--- config.mk ---
export PLATFORM = sky130hd
export DESIGN_NAME = dmem_req_bridge
export DESIGN_NICKNAME = d
export VERILOG_FILES = /design/src/rtl/dmem_req_bridge.sv
export SDC_FILE = /design/constraint.sdc
export NUM_CORES = 1
export LEC_CHECK = 0
export ABC_AREA = 1
export BUFFER_PORTS_ARGS = -buffer_cell sky130_fd_sc_hd__buf_2
export CAP_MARGIN = 20
export CORE_MARGIN = 2
export CORE_UTILIZATION = 40
export DETAILED_ROUTE_END_ITERATION = 7
export GPL_ROUTABILITY_DRIVEN = 0
export PLACE_DENSITY = 0.72
export SETUP_SLACK_MARGIN = 0.15
export SLEW_MARGIN = 5
export SYNTH_ARGS = -nofsm -noshare
export SYNTH_HDL_FRONTEND = slang
export SYNTH_SLANG_ARGS = --single-unit
--- constraint.sdc ---
create_clock -name clk -period 2.2 [get_ports clk]
set_input_delay 0.55 -clock clk [delete_from_list [all_inputs] [get_ports clk]]
set_output_delay 0.55 -clock clk [all_outputs]
set_load 0.02 [all_outputs]
--- src/rtl/dmem_req_bridge.sv ---
// Bridges the MEM-stage single-cycle data port onto a split req/addr_ok/data_ok bus.
// DataStallM holds the pipeline until the access completes; read data is held afterwards.
module dmem_req_bridge #(
  parameter int ADDR_W     = 32,
  parameter int DATA_W     = 32,
  parameter bit ALIGN_READ = 1'b1
) (
  input  logic                  clk,
  input  logic                  rst,
  input  logic                  MemEnableM,
  input  logic [DATA_W/8-1:0]   MemWenM,
  input  logic [ADDR_W-1:0]     MemAddrM,
  input  logic [DATA_W-1:0]     TWriteDataM,
  input  logic                  ExceptDealM,
  input  logic                  StallM,
  output logic [DATA_W-1:0]     ReadDataM,
  output logic                  DataStallM,
  output logic                  data_req,
  output logic                  data_wr,
  output logic [DATA_W/8-1:0]   data_wstrb,
  output logic [ADDR_W-1:0]     data_addr,
  output logic [DATA_W-1:0]     data_wdata,
  input  logic                  data_addr_ok,
  input  logic                  data_data_ok,
  input  logic [DATA_W-1:0]     data_rdata
);

  typedef enum logic [1:0] {S_IDLE, S_REQ, S_WAIT, S_DONE} state_t;

  state_t                r_state;
  state_t                w_state_next;
  logic                  r_req;
  logic                  r_wr;
  logic [DATA_W/8-1:0]   r_wstrb;
  logic [ADDR_W-1:0]     r_addr;
  logic [DATA_W-1:0]     r_wdata;
  logic [DATA_W-1:0]     r_rdata;

  logic                  w_start;
  logic                  w_is_read;
  logic [ADDR_W-1:0]     w_req_addr;

  assign w_start   = MemEnableM & ~ExceptDealM;
  assign w_is_read = ~|MemWenM;
  // Reads fetch the whole word; the datapath picks the byte lanes it needs.
  assign w_req_addr = (ALIGN_READ && w_is_read) ? {MemAddrM[ADDR_W-1:2], 2'b00} : MemAddrM;

  always_comb begin
    w_state_next = r_state;
    DataStallM   = 1'b0;
    case (r_state)
      S_IDLE: begin
        DataStallM = w_start;
        if (w_start) w_state_next = S_REQ;
      end
      S_REQ: begin
        DataStallM = 1'b1;
        if (data_addr_ok) w_state_next = S_WAIT;
      end
      S_WAIT: begin
        DataStallM = 1'b1;
        if (data_data_ok) w_state_next = S_DONE;
      end
      S_DONE: begin
        // Stay here while another hazard holds MEM so the access is not reissued.
        if (!StallM) w_state_next = S_IDLE;
      end
      default: w_state_next = S_IDLE;
    endcase
  end

  always_ff @(posedge clk or negedge rst) begin
    if (!rst) r_state <= S_IDLE;
    else      r_state <= w_state_next;
  end

  always_ff @(posedge clk or negedge rst) begin
    if (!rst) begin
      r_req   <= 1'b0;
      r_wr    <= 1'b0;
      r_wstrb <= '0;
      r_addr  <= '0;
      r_wdata <= '0;
      r_rdata <= '0;
    end else begin
      case (r_state)
        S_IDLE: begin
          if (w_start) begin
            r_req   <= 1'b1;
            r_wr    <= ~w_is_read;
            r_wstrb <= MemWenM;
            r_addr  <= w_req_addr;
            r_wdata <= TWriteDataM;
          end
        end
        S_REQ: begin
          if (data_addr_ok) r_req <= 1'b0;
        end
        S_WAIT: begin
          if (data_data_ok && !r_wr) r_rdata <= data_rdata;
        end
        default: ;
      endcase
    end
  end

  assign data_req   = r_req;
  assign data_wr    = r_wr;
  assign data_wstrb = r_wstrb;
  assign data_addr  = r_addr;
  assign data_wdata = r_wdata;
  assign ReadDataM  = r_rdata;

endmodule
# == Word level (Yosys, flattened, before mapping) ==
# Index checks and enable logic that the tools add are counted.
# classes
reduce_logical,10
n_mux,10
n_eq_ne,7
bitwise_logic,2
# op_table
cell,count
two-way mux 2 bit,5
!= test 2 bit (second input constant),4
one-hot mux 2 bit (4 select lines),1
== test 2 bit (second input constant),2
one-hot mux 1 bit (2 select lines),2
AND reduction 2 bit,2
AND reduction 4 bit,1
OR reduction 4 bit,1
AND reduction 3 bit,1
== test 2 x 1 -> 1 bit (second input constant),1
logical NOT 2 bit,1
two-way mux 1 bit,2
nonzero test 2 bit,1
OR reduction 2 bit,1
AND 1 bit,1
logical AND 1 bit,1
logical NOT 1 bit,1
inverter 1 bit,1
# totals
out_inout_bits,103
word_cells,36
in_bits,107
reg_bits,104

# == Depth between registers and ports, before layout ==
# Gate-level depths: netlist (run 1).
# logic_depth
word_depth,4
mapped_depth,9
depth_no_buf,8

# == Least setup slack after synthesis (run 1) ==
# OpenSTA, ideal clock, no wires.
# synth_timing
kind,flip-flop to output port
startpoint,reg r_state[0]
endpoint,out DataStallM
path_slack_ns,0.137
required_ns,1.650
stages_incl_launch_ff,9
arrival_ns,1.513
n_path_buf,2
path_cell_list,dfrtp_1 > inv_1 > ha_1 > inv_2 > nor2_2 > inv_2 > buf_6 > buf_6 > a21oi_1
# synth_via
elab_chain_len,3
elab_cells_between_ends,5
cone_classes,2 x eq/ne; 1 x mux; 2 x reduce/logical
# synth_rtl
item,line,text
from (decl),30,state_t r_state;
from (signal assigned),74,else r_state <= w_state_next;
== test 2 bit / == test 2 x 1 -> 1 bit (equally long branches),51,case (r_state)
OR reduction 2 bit (no source line),-,
one-hot mux 1 bit (2 select lines) (*),51,
to (decl),17,"output logic DataStallM,"
# Every way passes the cells marked *; elsewhere a longest branch is shown, timed or not.

# == Worst setup path after layout (run 1) ==
# Same ends and word-level chain as after synthesis.

==> metrics.txt, run 1 <==
# TYPE chip_impl_metric gauge
chip_impl_metric{name="first_pass_grt_wire_length",unit="mm"} 16.3
chip_impl_metric{name="synth_seq_area_share",unit="%"} 63.0
chip_impl_info{name="synth.most_common_cell",value="nand2_1"} 1
chip_impl_metric{name="postRouteWirelength",unit="mm"} 9.97
chip_impl_metric{name="non_filler_cell_area_final",unit="sq um"} 5550
chip_impl_metric{name="avgRoutedWirePerCell",unit="um"} 12.2
chip_impl_metric{name="synth_fp_nets",unit=""} 580
chip_impl_info{name="critical_path.endpoint_type",value="output port"} 1
chip_impl_metric{name="seqCellArea",unit="sq um"} 2600
chip_impl_metric{name="tritoncts.num_buffers",unit=""} 9
chip_impl_metric{name="fin_setup_tns",unit="ns"} 0
chip_impl_metric{name="cts_buffer_depth",unit=""} 2
chip_impl_metric{name="share_comb_of_total_power",unit="%"} 44.7
chip_impl_metric{name="cp.required",unit="ns"} 1.65
chip_impl_metric{name="mappedNetlistArea",unit="sq um"} 4130
chip_impl_metric{name="grt_start_max_net_pins",unit=""} 105
chip_impl_metric{name="async_flop_share",unit="%"} 100
chip_impl_metric{name="whs",unit="ns"} 0.235
chip_impl_metric{name="routed_via_density",unit=""} 4.46
chip_impl_metric{name="rows",unit=""} 37
chip_impl_info{name="ys.flop_type",value="dfrtp_1"} 1
chip_impl_metric{name="synth-seq-cells",unit=""} 104
chip_impl_metric{name="netlist_instances",unit=""} 467
chip_impl_metric{name="die_area",unit="sq um"} 11200
chip_impl_metric{name="yosys.area.top_type_share",unit="%"} 63.0
chip_impl_metric{name="firstDrtPassIters",unit=""} 4
chip_impl_metric{name="drv.max_cap_violation_count",unit=""} 0
chip_impl_metric{name="port_buffers",unit=""} 209
chip_impl_metric{name="swShare",unit="%"} 42.9
chip_impl_info{name="setup.worst_path.start_class",value="flop"} 1
chip_impl_metric{name="num_antenna_cells",unit=""} 0
chip_impl_metric{name="drv_slew",unit=""} 0
chip_impl_metric{name="nFillCells",unit=""} 960
chip_impl_metric{name="path_clk_slew",unit="ns"} 0.10
chip_impl_info{name="root_buffer",value="clkbuf_8"} 1
chip_impl_metric{name="place_area",unit="sq um"} 5280
chip_impl_info{name="status",value="finished, final reports clean"} 1
chip_impl_metric{name="coreArea",unit="sq um"} 10200
chip_impl_metric{name="power_density",unit="nW/um^2"} 1450
chip_impl_metric{name="clock_sink_count",unit=""} 104
chip_impl_metric{name="multi_input_area",unit="sq um"} 1260
chip_impl_metric{name="via_count_of_the_first_global_routing_pass",unit=""} 3642
chip_impl_metric{name="detailroute.via_count",unit=""} 3646
chip_impl_info{name="hold_path.class",value="in2async"} 1
chip_impl_metric{name="synth-edff-count",unit=""} 0
chip_impl_metric{name="portion_of_the_clock_cycle_consumed_by_the_worst_path_in_the_final_layout",unit="%"} 91.2
chip_impl_info{name="cts_tree",value="yes"} 1
chip_impl_metric{name="initial_utilization",unit="%"} 40.6
chip_impl_metric{name="design.final.nets",unit=""} 789
chip_impl_metric{name="synth_cell_types",unit=""} 17
chip_impl_metric{name="cts.hold.buffers_added",unit=""} 0
chip_impl_metric{name="sequential_power_share",unit="%"} 40.4
chip_impl_metric{name="die_w",unit="um"} 106
chip_impl_metric{name="antenna_found_initial",unit=""} 0
chip_impl_metric{name="vdd_drop_max",unit="uV"} 596
chip_impl_metric{name="clockPowerShare",unit="%"} 14.9
chip_impl_metric{name="drt_iter0_markers",unit=""} 270
chip_impl_metric{name="timing.clock.skew",unit="ns"} 0.00824
chip_impl_metric{name="ant_nets",unit=""} 0
chip_impl_info{name="worstSetupPathType",value="reg2out"} 1
chip_impl_metric{name="syn_avg_cell_area",unit="sq um"} 8.85
chip_impl_metric{name="syn_to_final_growth",unit="%"} 34.3
chip_impl_info{name="rsz0062_at_grt",value="true"} 1
chip_impl_metric{name="drive_gt1_share",unit="%"} 36.0
chip_impl_metric{name="grt_usage",unit="%"} 18.0
chip_impl_info{name="synth.top_cells.by_count",value="nand2_1, dfrtp_1, inv_1"} 1
chip_impl_metric{name="yosysWarningCount",unit=""} 0
chip_impl_metric{name="io-pin-count",unit=""} 210
chip_impl_metric{name="maxSlewHeadroom",unit="%"} 53.0
chip_impl_metric{name="insertion_delay",unit="ns"} 0.35
chip_impl_info{name="synth_top_cells_by_area",value="dfrtp_1, nand2_1, o21ai_0"} 1
chip_impl_metric{name="final_global_route_overflow_total",unit=""} 0
chip_impl_metric{name="setup_viol",unit=""} 0
chip_impl_metric{name="drc",unit=""} 0
chip_impl_metric{name="critical_path.max_fanout",unit=""} 4
chip_impl_metric{name="period_minus_slack",unit="ns"} 2.01
chip_impl_metric{name="hpwlAfterDp",unit="mm"} 6.99
chip_impl_metric{name="power_leakage",unit="nW"} 3.36
chip_impl_metric{name="chipHeight",unit="um"} 106
chip_impl_metric{name="switchingPower",unit="W"} 0.00345
chip_impl_metric{name="htreeDepth",unit=""} 3
chip_impl_info{name="post-synth-top-area-cell",value="dfrtp_1"} 1
chip_impl_metric{name="hold_violations",unit=""} 0
chip_impl_metric{name="cell_internal_power",unit="W"} 0.00459
chip_impl_metric{name="max_clock_freq",unit="GHz"} 0.499
chip_impl_metric{name="tightestPinTransition",unit="ns"} 0.704
chip_impl_metric{name="worstPathArrival",unit="ns"} 1.46
==> path summary, 6_finish.rpt <==
path | start | to | slack (ns) | cells past startpoint
min reg2reg | data_wdata[7] | data_wdata[7] | 0.47 | 2
max | r_state[0] | DataStallM | 0.19 | 5
max reg2reg | r_state[1] | ReadDataM[15] | 0.50 | 6
min in group clk | MemAddrM[3] | data_addr[3] | 0.39 | 3
max in group asynchronous | rst | ReadDataM[29] | 1.55 | 2
min | rst | data_wdata[7] | 0.24 | 2
==> registers in the layout (all words and copies together), names as in the netlist <==
signal,count
r_state,2
data_wr,1
data_wdata,32
data_addr,32
data_wstrb,4
ReadDataM,32
data_req,1
==> logic make-up after synthesis <==
logic type,synth area share [%]
and+or+nand+nor,23.3
DFF,63.0
buffers and inverters,7.23
AOI/OAI and AO/OA,4.72
adders and majority gates,1.82
==> layout by cell type (no fill, tap or decap) <==
master and count:
nand2_1 238, buf_2 207, dfrtp_1 104, inv_1 43
o21ai_0 38, clkbuf_8 10, buf_4 10, inv_2 4
nand3_1 4, ha_1 4, nand4_1 3, nor2_1 2
clkinvlp_4 2, nor2_4 1, a21oi_2 1, nand3_2 1
or2_2 1, ha_4 1, ha_2 1, bufinv_16 1
inv_6 1, clkinv_4 1, clkinv_2 1, buf_12 1
buf_6 1
==> power by group through the flow <==
stage	registers (W)	clock network [W]	logic, W
global placement	0.00325	0	0.00340
CTS	0.00325	0.00125	0.00355
detailed placement	0.00328	0	0.00350
finish	0.00325	0.00120	0.00359
global route	0.00334	0.00133	0.00397
floorplan	0.00434	0	0.00111
==> cell type report <==
class	count	area share (%)
sequential	104	46.9
multi-input combinational	295	22.6
timing repair buffer	219	20.6
inverter	47	3.18
tap	136	3.06
clock buffer	10	2.48
clock inverter	6	1.22
==> timing repair <==
action,in CTS,in global routing
endpoints found under the hold margin,0,0
setup endpoints to repair,1,1
gates resized for setup,4,3
setup buffers,2,4
pin swaps,0,1
==> routing by layer <==
| layer | share of wire [%] | routed length, um | GRT usage, % | vias to the layer above |
|---|---|---|---|---|
| met4 | 0.95 | 95 | 4.61 | 0 |
| li1 | - | - | - | 1812 |
| met5 | 0 | 0 | 0 | - |
| met2 | 46 | 4620 | 30.7 | 165 |
| met3 | 10 | 994 | 6.43 | 7 |
| met1 | 43 | 4260 | 21.8 | 1662 |
==> critical path, stage by stage (launching register included) <==
cell     delay, ns
dfrtp_1       0.41
buf_4         0.14
buf_4         0.14
ha_2          0.18
a21oi_2       0.09
buf_4         0.14
==> stage by stage <==
stage	total power [W]	setup WS (ns)	instances	utilization, %
global placement	0.00665	0.434	795	51.9
detailed placement	0.00678	0.358	795	51.9
CTS	0.00805	0.156	813	54.1
finish	0.00803	0.194	817	54.5
global route	0.00864	0.139	817	54.5
floorplan	0.00545	0.242	467	-
No activity file was read; power rests on OpenSTA's default activity.
==> run 2, diff against run 1 <==
Settings changed: PLACE_DENSITY 0.72 to 0.75.
Clock period 2.2 ns to 1.6 ns, I/O delays scaled along.
==> run 2 against run 1 <==
The run now ends with negative setup slack left. Sequential share of layout area decreased by 2.5 points. Cell area increased by 5.5%. First-iteration DRC count shrank 12%. Clock skew increased by 0.0028 ns. Combinational power is 52% higher. Critical path depth unchanged. Hold slack got worse by 0.014 ns. Critical path type unchanged. Largest cell class unchanged.
==> metrics.txt, run 2 (synthesis gave the netlist of run 1 again) <==
# TYPE chip_impl_metric gauge
chip_impl_metric{name="cts_buffer_depth",unit=""} 2
chip_impl_metric{name="detailroute.via_count",unit=""} 3757
chip_impl_metric{name="cell_internal_power",unit="W"} 0.00645
chip_impl_info{name="crit_path_top_delay_cell",value="dfrtp_1"} 1
chip_impl_info{name="failed_checks",value="negative setup slack"} 1
chip_impl_metric{name="chipHeight",unit="um"} 106
chip_impl_metric{name="via_count_of_the_first_global_routing_pass",unit=""} 3618
chip_impl_metric{name="die_w",unit="um"} 106
chip_impl_metric{name="cp.required",unit="ns"} 1.20
chip_impl_metric{name="tightestPinTransition",unit="ns"} 0.301
chip_impl_metric{name="tritoncts.num_buffers",unit=""} 9
chip_impl_metric{name="grt_usage",unit="%"} 18.6
chip_impl_metric{name="ant_nets",unit=""} 0
chip_impl_metric{name="drv_slew",unit=""} 0
chip_impl_metric{name="critical_path.max_fanout",unit=""} 4
chip_impl_metric{name="final_global_route_overflow_total",unit=""} 0
chip_impl_metric{name="antenna_found_initial",unit=""} 0
chip_impl_metric{name="insertion_delay",unit="ns"} 0.37
chip_impl_metric{name="max_clock_freq",unit="GHz"} 0.543
chip_impl_metric{name="clockPowerShare",unit="%"} 13.4
chip_impl_metric{name="first_pass_grt_wire_length",unit="mm"} 16.6
chip_impl_metric{name="postRouteWirelength",unit="mm"} 11.2
chip_impl_info{name="worstSetupPathType",value="reg2out"} 1
chip_impl_metric{name="non_filler_cell_area_final",unit="sq um"} 5860
chip_impl_metric{name="power_density",unit="nW/um^2"} 1960
chip_impl_metric{name="vdd_drop_max",unit="uV"} 1010
chip_impl_metric{name="maxSlewHeadroom",unit="%"} 79.9
chip_impl_metric{name="swShare",unit="%"} 43.8
chip_impl_metric{name="period_minus_slack",unit="ns"} 1.84
chip_impl_metric{name="firstDrtPassIters",unit=""} 4
chip_impl_metric{name="switchingPower",unit="W"} 0.00502
chip_impl_metric{name="setup_viol",unit=""} 1
chip_impl_metric{name="die_area",unit="sq um"} 11200
chip_impl_info{name="hold_path.class",value="in2reg"} 1
chip_impl_metric{name="design.final.nets",unit=""} 802
chip_impl_metric{name="routed_via_density",unit=""} 4.53
chip_impl_info{name="critical_path.endpoint_type",value="output port"} 1
chip_impl_metric{name="htreeDepth",unit=""} 3
chip_impl_info{name="cp_top_family",value="buffers and inverters"} 1
chip_impl_info{name="cts_tree",value="yes"} 1
chip_impl_metric{name="timing.clock.skew",unit="ns"} 0.0111
chip_impl_metric{name="path_clk_slew",unit="ns"} 0.10
chip_impl_metric{name="portion_of_the_clock_cycle_consumed_by_the_worst_path_in_the_final_layout",unit="%"} 115
chip_impl_metric{name="grt_start_max_net_pins",unit=""} 65
chip_impl_metric{name="drv.max_cap_violation_count",unit=""} 0
chip_impl_info{name="root_buffer",value="clkbuf_8"} 1
chip_impl_info{name="commonest_cells_after_routing_fill_and_taps_aside",value="nand2_1, buf_2, dfrtp_1, inv_1, o21ai_0"} 1
chip_impl_metric{name="drt_iter0_markers",unit=""} 238
chip_impl_info{name="setup.worst_path.start_class",value="flop"} 1
chip_impl_metric{name="initial_utilization",unit="%"} 40.6
chip_impl_metric{name="drive_gt1_share",unit="%"} 38.3
chip_impl_info{name="timing.critical_path.cells",value="buf_4 > buf_4 > ha_4 > a21oi_4 > buf_6"} 1
chip_impl_metric{name="slowest_delay",unit="ns"} 0.40
chip_impl_metric{name="worst_slack_after_detailed_placement",unit="ns"} 0.0333
chip_impl_info{name="layout_commonest_cell",value="nand2_1"} 1
chip_impl_info{name="status",value="finished with violations"} 1
chip_impl_info{name="cp_common_cell",value="buf_4"} 1
chip_impl_metric{name="rows",unit=""} 37
chip_impl_metric{name="hpwlAfterDp",unit="mm"} 7.41
chip_impl_metric{name="sequential_power_share",unit="%"} 39.0
chip_impl_metric{name="coreArea",unit="sq um"} 10200
chip_impl_metric{name="worst_slack",unit="ns"} -0.240
chip_impl_metric{name="num_antenna_cells",unit=""} 0
chip_impl_metric{name="share_comb_of_total_power",unit="%"} 47.6
chip_impl_metric{name="port_buffers",unit=""} 209
chip_impl_metric{name="p_total",unit="W"} 0.0115
chip_impl_metric{name="clock_sink_count",unit=""} 104
chip_impl_metric{name="avgRoutedWirePerCell",unit="um"} 13.5
chip_impl_metric{name="worstPathArrival",unit="ns"} 1.44
chip_impl_metric{name="cp_num_buf_inv",unit=""} 3
chip_impl_metric{name="hold_violations",unit=""} 0
chip_impl_metric{name="syn_to_final_growth",unit="%"} 41.7
chip_impl_metric{name="io-pin-count",unit=""} 210
chip_impl_metric{name="power_leakage",unit="nW"} 3.48
chip_impl_metric{name="place_area",unit="sq um"} 5380
chip_impl_metric{name="drc",unit=""} 0
chip_impl_info{name="rsz0062_at_grt",value="true"} 1
-- run 2: changes by cell type in the layout (fill, tap and decap cells not counted), sizes merged --
cell,previous run,this run
buf,219,227
clkbuf,10,15
dlygate4sd3,0,1
bufinv,1,0
-- run 2: worst paths after layout --
kind	slack, ns	end	startpoint	cells after the start
worst max-delay path	-0.24	DataStallM	r_state[1]	5
worst min-delay path	0.22	data_wdata[3]	TWriteDataM[3]	3
worst max register to register	0.17	data_wdata[0]	r_state[0]	9
worst min register to register	0.47	data_wdata[17]	data_wdata[17]	2
max in group asynchronous	0.75	data_addr[11]	rst	3
min in group asynchronous	0.36	data_wdata[4]	rst	2
-- run 2: worst reg2reg max path, cell delays in order, from the launching register on --
cell and delay [ns]:
dfrtp_1 0.40, inv_2 0.09, ha_4 0.14, inv_2 0.05, nor2_4 0.11, inv_4 0.05, buf_4 0.18, clkbuf_16 0.19
nand2_1 0.07, nand2_1 0.05
-- run 2: final cells by class --
class | instances | area, sq um
clock buffer | 11 | 141
clock inverter | 5 | 41.3
fill | 901 | 4330
inverter | 47 | 179
multi-input combinational | 295 | 1330
sequential | 104 | 2600
tap | 136 | 170
timing repair buffer | 232 | 1390
-- run 2: per-stage QoR --
| step | instances | utilization [%] | hold slack (ns) | setup TNS, ns |
|---|---|---|---|---|
| CTS | 822 | 55.5 | 0.201 | -0.274 |
| finish | 830 | 57.5 | 0.222 | -0.240 |
| global placement | 800 | 52.8 | 0.207 | 0 |
| detailed placement | 800 | 52.8 | 0.207 | 0 |
| global route | 830 | 57.5 | 0.218 | -0.316 |
| floorplan | 467 | - | 0.104 | -0.0635 |
-- run 2: routing by layer --
layer	vias to the layer above	track usage, %	share of wire (%)
met2	177	30.4	49
met5	-	0	0
met3	18	5.50	9.1
met1	1719	23.0	40
met4	0	8.08	1.9
li1	1843	-	-
-- run 2: power by group through the flow --
stage | logic [W] | clock network [W] | registers (W)
finish | 0.00545 | 0.00154 | 0.00447
global route | 0.00597 | 0.00170 | 0.00462
CTS | 0.00515 | 0.00160 | 0.00447
detailed placement | 0.00498 | 0 | 0.00451
global placement | 0.00484 | 0 | 0.00445
floorplan | 0.00159 | 0 | 0.00597
-- run 2: repair_timing --
item / 4_1_cts / 5_1_grt
cloned: 0 / 6
pin swaps: 5 / 5
resized for setup: 14 / 26
setup endpoints to repair: 1 / 105
hold endpoints to repair: 1 / 0
hold buffers: 1 / 0
setup buffers: 5 / 2
